--- src/rtl/tag_pkg.sv ---
// Shared types for the tag game flow controller: game states, move directions,
// mover identity and the LFSR-to-bot-direction mapping.
package tag_pkg;

  localparam int TIMER_W = 16;

  typedef enum logic [1:0] {
    ST_IDLE = 2'd0,
    ST_PLAY = 2'd1,
    ST_WIN  = 2'd2,
    ST_OVER = 2'd3
  } state_e;

  typedef enum logic [1:0] {
    DIR_LEFT  = 2'd0,
    DIR_RIGHT = 2'd1,
    DIR_UP    = 2'd2,
    DIR_DOWN  = 2'd3
  } dir_e;

  typedef enum logic {
    WHO_PLAYER = 1'b0,
    WHO_BOT    = 1'b1
  } who_e;

  typedef struct packed {
    logic valid;
    dir_e dir;
  } bot_move_t;

  // rnd 7 is the "bot stands still" code, so the bot skips its move that frame.
  function automatic bot_move_t rnd_to_move(input logic [2:0] rnd);
    bot_move_t m;
    m.valid = 1'b1;
    m.dir   = DIR_LEFT;
    case (rnd)
      3'd0, 3'd4: m.dir = DIR_LEFT;
      3'd1:       m.dir = DIR_RIGHT;
      3'd2, 3'd6: m.dir = DIR_UP;
      3'd3, 3'd5: m.dir = DIR_DOWN;
      default:    m.valid = 1'b0;
    endcase
    return m;
  endfunction

  // btn is {down, up, left, right}; down has the highest priority.
  function automatic dir_e btn_to_dir(input logic [3:0] btn);
    dir_e d;
    if (btn[3])      d = DIR_DOWN;
    else if (btn[2]) d = DIR_UP;
    else if (btn[1]) d = DIR_LEFT;
    else             d = DIR_RIGHT;
    return d;
  endfunction

endpackage

--- src/rtl/tag_round_sequencer_frame_countdown.sv ---
// Loadable 16-bit frame down counter that stops at zero.
// Used for both the round timer and the catch-flash counter.
module frame_countdown
  import tag_pkg::*;
#(
  parameter logic [TIMER_W-1:0] RESET_VAL = '0
) (
  input  logic               clk,
  input  logic               rst_n,
  input  logic               load,
  input  logic [TIMER_W-1:0] load_val,
  input  logic               tick,
  output logic [TIMER_W-1:0] count,
  output logic               zero
);

  logic [TIMER_W-1:0] count_q;
  logic [TIMER_W-1:0] count_d;

  always_comb begin
    count_d = count_q;
    if (load) begin
      count_d = load_val;
    end else if (tick && (count_q != '0)) begin
      count_d = count_q - 1'b1;
    end
  end

  always_ff @(posedge clk) begin
    if (!rst_n) begin
      count_q <= RESET_VAL;
    end else begin
      count_q <= count_d;
    end
  end

  assign count = count_q;
  assign zero  = (count_q == '0);

endmodule

--- src/rtl/tag_round_sequencer.sv ---
// Game-flow controller for the VGA tag game: round FSM, one-deep move queue,
// player-then-bot move sequencing, catch scoring and position resets.
module tag_round_sequencer
  import tag_pkg::*;
#(
  parameter int ROUND_FRAMES = 1800,
  parameter int WIN_FRAMES   = 120,
  parameter int SCORE_W      = 8
) (
  input  logic               CLK100MHZ,
  input  logic               rst_n,
  input  logic               frame_tick,
  input  logic [3:0]         btn_edge,
  input  logic               start,
  input  logic               caught,
  input  logic [2:0]         rnd,
  output logic               mv_valid,
  output logic               mv_who,
  output logic [1:0]         mv_dir,
  output logic               pos_reset,
  output logic [1:0]         state,
  output logic [15:0]        timer,
  output logic [SCORE_W-1:0] score,
  output logic               flash
);

  localparam logic [TIMER_W-1:0] ROUND_LOAD = TIMER_W'(ROUND_FRAMES);
  localparam logic [TIMER_W-1:0] WIN_LOAD   = TIMER_W'(WIN_FRAMES);

  state_e             state_q, state_d;
  logic               pend_valid_q, pend_valid_d;
  dir_e               pend_dir_q, pend_dir_d;
  logic               bot_pend_q, bot_pend_d;
  logic               caught_armed_q, caught_armed_d;
  logic [SCORE_W-1:0] score_q, score_d;
  logic               mv_valid_q, mv_valid_d;
  who_e               mv_who_q, mv_who_d;
  dir_e               mv_dir_q, mv_dir_d;
  logic               pos_reset_q, pos_reset_d;
  logic               flash_q, flash_d;

  logic               in_play, in_win;
  logic               fresh_start, play_start, catch_hit, round_end, win_done;
  logic               issue_player, issue_bot;
  logic [TIMER_W-1:0] timer_cnt, win_cnt;
  logic               timer_zero, win_zero;
  bot_move_t          bot_mv;

  assign in_play     = (state_q == ST_PLAY);
  assign in_win      = (state_q == ST_WIN);
  assign fresh_start = start && ((state_q == ST_IDLE) || (state_q == ST_OVER));
  assign play_start  = in_play && start;
  assign catch_hit   = in_play && caught && caught_armed_q && !start;
  assign round_end   = in_play && frame_tick && !start && !catch_hit &&
                       (timer_zero || (timer_cnt == TIMER_W'(1)));
  assign win_done    = in_win && (win_zero || (frame_tick && (win_cnt == TIMER_W'(1))));

  // The bot slot always follows the player slot, so a new player move waits
  // rather than colliding with an outstanding bot move.
  assign issue_player = in_play && frame_tick && pend_valid_q && !bot_pend_q &&
                        !start && !catch_hit && !round_end;
  assign issue_bot    = in_play && bot_pend_q && !start && !catch_hit;
  assign bot_mv       = rnd_to_move(rnd);

  frame_countdown #(.RESET_VAL(ROUND_LOAD)) u_round_timer (
    .clk      (CLK100MHZ),
    .rst_n    (rst_n),
    .load     (fresh_start || play_start),
    .load_val (ROUND_LOAD),
    .tick     (in_play && frame_tick && !start),
    .count    (timer_cnt),
    .zero     (timer_zero)
  );

  frame_countdown #(.RESET_VAL('0)) u_win_counter (
    .clk      (CLK100MHZ),
    .rst_n    (rst_n),
    .load     (catch_hit),
    .load_val (WIN_LOAD),
    .tick     (in_win && frame_tick),
    .count    (win_cnt),
    .zero     (win_zero)
  );

  always_ff @(posedge CLK100MHZ) begin
    if (!rst_n) begin
      state_q <= ST_IDLE;
    end else begin
      state_q <= state_d;
    end
  end

  always_comb begin
    state_d = state_q;
    case (state_q)
      ST_IDLE, ST_OVER: if (start) state_d = ST_PLAY;
      ST_PLAY: begin
        if (start)          state_d = ST_PLAY;
        else if (catch_hit) state_d = ST_WIN;
        else if (round_end) state_d = ST_OVER;
      end
      ST_WIN:  if (win_done) state_d = ST_PLAY;
      default: state_d = ST_IDLE;
    endcase
  end

  always_comb begin
    mv_valid_d     = 1'b0;
    mv_who_d       = WHO_PLAYER;
    mv_dir_d       = DIR_LEFT;
    bot_pend_d     = 1'b0;
    pos_reset_d    = fresh_start || play_start || catch_hit;
    flash_d        = (state_d == ST_WIN);
    pend_valid_d   = pend_valid_q;
    pend_dir_d     = pend_dir_q;
    score_d        = score_q;
    caught_armed_d = caught_armed_q;

    if (issue_bot) begin
      mv_valid_d = bot_mv.valid;
      mv_who_d   = WHO_BOT;
      mv_dir_d   = bot_mv.dir;
    end
    if (issue_player) begin
      mv_valid_d = 1'b1;
      mv_who_d   = WHO_PLAYER;
      mv_dir_d   = pend_dir_q;
      bot_pend_d = 1'b1;
    end

    // A press arriving on the tick cycle lands after the old entry is consumed.
    if (!in_play || play_start || catch_hit || round_end) begin
      pend_valid_d = 1'b0;
    end else begin
      if (issue_player) pend_valid_d = 1'b0;
      if (!pend_valid_d && (btn_edge != 4'b0000)) begin
        pend_valid_d = 1'b1;
        pend_dir_d   = btn_to_dir(btn_edge);
      end
    end

    if (fresh_start || play_start) begin
      score_d = '0;
    end else if (catch_hit && (score_q != {SCORE_W{1'b1}})) begin
      score_d = score_q + 1'b1;
    end

    if (catch_hit || (play_start && caught)) begin
      caught_armed_d = 1'b0;
    end else if (!caught) begin
      caught_armed_d = 1'b1;
    end
  end

  always_ff @(posedge CLK100MHZ) begin
    if (!rst_n) begin
      pend_valid_q   <= 1'b0;
      pend_dir_q     <= DIR_LEFT;
      bot_pend_q     <= 1'b0;
      caught_armed_q <= 1'b1;
      score_q        <= '0;
      mv_valid_q     <= 1'b0;
      mv_who_q       <= WHO_PLAYER;
      mv_dir_q       <= DIR_LEFT;
      pos_reset_q    <= 1'b0;
      flash_q        <= 1'b0;
    end else begin
      pend_valid_q   <= pend_valid_d;
      pend_dir_q     <= pend_dir_d;
      bot_pend_q     <= bot_pend_d;
      caught_armed_q <= caught_armed_d;
      score_q        <= score_d;
      mv_valid_q     <= mv_valid_d;
      mv_who_q       <= mv_who_d;
      mv_dir_q       <= mv_dir_d;
      pos_reset_q    <= pos_reset_d;
      flash_q        <= flash_d;
    end
  end

  assign mv_valid  = mv_valid_q;
  assign mv_who    = mv_who_q;
  assign mv_dir    = mv_dir_q;
  assign pos_reset = pos_reset_q;
  assign state     = state_q;
  assign timer     = timer_cnt;
  assign score     = score_q;
  assign flash     = flash_q;

endmodule

--- config.mk ---
export PLATFORM = sky130hd
export DESIGN_NAME = tag_round_sequencer
export DESIGN_NICKNAME = d
export VERILOG_FILES = /design/src/rtl/tag_pkg.sv /design/src/rtl/tag_round_sequencer_frame_countdown.sv /design/src/rtl/tag_round_sequencer.sv
export SDC_FILE = /design/constraint.sdc
export NUM_CORES = 1
export LEC_CHECK = 0
export BUFFER_PORTS_ARGS = -buffer_cell sky130_fd_sc_hd__buf_2
export CAP_MARGIN = 30
export CORE_MARGIN = 5
export CORE_UTILIZATION = 45
export CTS_BUF_LIST = sky130_fd_sc_hd__clkbuf_16
export CTS_CLUSTER_SIZE = 28
export DETAILED_ROUTE_END_ITERATION = 10
export MAX_ROUTING_LAYER = met4
export PLACE_DENSITY = 0.77
export SKIP_CTS_REPAIR_TIMING = 1
export SYNTH_ARGS = -nofsm -noshare
export SYNTH_HDL_FRONTEND = slang
export SYNTH_SLANG_ARGS = --single-unit
--- constraint.sdc ---
create_clock -name CLK100MHZ -period 2.62 [get_ports CLK100MHZ]
set_input_delay 0.262 -clock CLK100MHZ [delete_from_list [all_inputs] [get_ports CLK100MHZ]]
set_output_delay 0.262 -clock CLK100MHZ [all_outputs]
set_load 0.1 [all_outputs]
==> impl_metrics.json <==
{
  "wl_per_cell_um": 14.5,
  "grt_pass1_wl_um": 10600,
  "wirelength_um": 6370,
  "syn_inst": 324,
  "synth_edf_count": 0,
  "synth_cell_types": 60,
  "cpPeakStageDelay_ns": 0.41,
  "fin_crit_sh": 0.810,
  "layout-drive-gt1-share": 0.192,
  "dr_total_vias": 2452,
  "synth_top_area_cell": "dfxtp_1",
  "cp_common_cell": "nand2_1",
  "ant_nets": 0,
  "fin_skew_ns": 0.00553,
  "die_area_um2": 7940,
  "critPathSlowestCell": "dfxtp_1",
  "setup_tns_ns": 0,
  "worstHoldStart": "caught",
  "firstDrtPassIters": 4,
  "holdPathStages": 2,
  "r2r_cells": 6,
  "tightest_slew_ns": 0.664,
  "grt.overflow.total": 0,
  "start_util": 0.470,
  "ios": 44,
  "max-clock-path-buffers": 2,
  "grt_usage": 0.171,
  "worstHoldPathType": "input port to register",
  "end_kind": "register",
  "slew_headroom": 0.556,
  "r2r_slack_ns": 0.50,
  "die_w_um": 89.1,
  "hpwl_um": 4730,
  "slew_viol_final": 0,
  "areaGrowthSynthToFinish_pct": 15.4,
  "synthFlopType": "dfxtp_1",
  "cts_sinks": 53,
  "p_leak_uw": 0.00128,
  "cts_tree": "done",
  "core_area_um2": 5990,
  "dieHeight_um": 89.1,
  "path_delay_family": "simple AND/OR/NAND/NOR gates",
  "whs_ns": 0.224,
  "rows": 28,
  "synth_top_area_frac": 0.377,
  "worst_slack_ns": 0.498,
  "r2r_end": "u_win_counter.count[9]",
  "path_class": "register to register",
  "power_uw": 1780,
  "ir_drop_mv": 0.285,
  "status": "finished, final reports clean",
  "required_ns": 2.80,
  "rsz0062_at_grt": "no",
  "grt_max_degree": 21,
  "async_flop_share": 0,
  "finalSetupViolations": 0,
  "final_hold_viol_count": 0,
  "cap_violations": 0,
  "synthesis.nets": 345,
  "finalCriticalPeriod_ns": 2.12,
  "layout_commonest_cell": "dfxtp_1",
  "critPathLaunchType": "register",
  "drc": 0,
  "antenna_cells": 0,
  "path_cells": "ha_1 > nor2b_1 > nand2_1 > nand2_1 > nor2_1 > mux2_4",
  "numCtsBuffers": 5,
  "synth.cell_area_um2": 2820,
  "path_max_fanout": 11,
  "mostFrequentLayoutCells": "53 x dfxtp_1, 44 x nor2_1, 43 x buf_2",
  "path_buf_inv": 0,
  "via_per_inst": 5.57,
  "antenna_found_initial": 0,
  "synth_area_leaders": "dfxtp_1 38%, nor2_1 5.9%, xnor2_1 5.0%, ha_1 4.0%, a21oi_1 3.0%",
  "post-place-ws_ns": 0.559,
  "cts_max_level": 2,
  "avgSynthCellArea_um2": 8.69,
  "nets": 385,
  "hold_end": "caught_armed_q",
  "cellPowerDensity_nw_per_um2": 547,
  "ys_seq_area_frac": 0.377,
  "synth_seq_cells": 53,
  "grt_pass1_vias": 2312,
  "cts_root_buf": "clkbuf_16",
  "portBuffers": 43,
  "clock_latency_ns": 0.29,
  "clock.fmax_mhz": 471,
  "drt_iter0_markers": 127,
  "ys.warnings.count": 0,
  "path_clk_slew_ns": 0.07,
  "worstPathArrival_ns": 2.30,
  "r2r_start": "state[0]",
  "place.gp.congestion": 0.818
}
[kinds of logic after synthesis]
family,after synthesis,synth area share
adders and majority gates,9,0.0400
buffers and inverters,22,0.0311
muxes,3,0.0124
DFF,53,0.377
AOI/OAI and AO/OA,68,0.175
xor gates and xnor gates,25,0.0777
and+or+nand+nor,144,0.287
[cells in the mapped netlist (all sizes together) (6+ instances only)]
master / n
inv: 11
nand3: 11
nor2: 44
xor2: 9
nor3: 16
o21ai: 11
dfxtp: 53
nand2: 21
a21oi: 17
xnor2: 16
ha: 9
a31oi: 6
nor4: 8
o31ai: 7
clkbuf: 6
nand4: 6
[report_power, final]
group / switching [uW] / leakage [uW] / internal, uW
logic: 145 / 0.000762 / 56.7
registers: 13.3 / 0.000428 / 817
clock network: 297 / 0.0000852 / 450
total: 456 / 0.00128 / 1320
[worst register-to-register path: cells and delay by family (launching register included)]
kind,cells,cell delay (ns)
mux,1,0.26
fa+ha+maj,1,0.38
flops,1,0.41
simple gates,4,0.96
[final cells by class]
class | instances | area (um^2)
clock buffer | 5 | 125
clock inverter | 3 | 42.5
fill | 557 | 2740
inverter | 12 | 45.0
multi-input combinational | 249 | 1670
sequential | 53 | 1060
tap | 75 | 93.8
timing repair buffer | 43 | 215
[per-stage QoR]
step,util,instance area (um^2),instances
after floorplan,-,2820,324
after global placement,0.515,3080,432
after detailed placement,0.515,3080,432
after CTS,0.543,3250,440
after global routing,0.543,3250,440
final,0.543,3250,440
[registers in the layout (all words and copies together) (netlist names)]
register,flops
bot_pend_q,1
caught_armed_q,1
flash,1
mv_dir,2
mv_valid,1
mv_who,1
pend_dir_q,2
pend_valid_q,1
pos_reset,1
score,8
state,2
u_round_timer.count,16
u_win_counter.count,16
[layer usage]
metal  routed length [um]  GRT usage  vias up
met5                    0          -        -
met4                   35     0.0406        0
met3                  367     0.0433        4
met2                 3040      0.278       48
met1                 2920      0.214     1141
li1                     -          -     1259
[worst max path at each step]
stage              from  depth (start not counted)  slack (ns)                      end
3_3_place_gp   state[0]                          6        0.65  u_round_timer.count[15]
6_report       state[0]                          6        0.50   u_win_counter.count[9]
2_1_floorplan  state[0]                          8       0.003                 score[0]
4_1_cts        state[0]                          6        0.51   u_win_counter.count[9]
5_1_grt        state[0]                          6        0.31   u_win_counter.count[9]
3_5_place_dp   state[0]                          6        0.56   u_win_counter.count[9]
No activity file was read; power rests on OpenSTA's default activity.
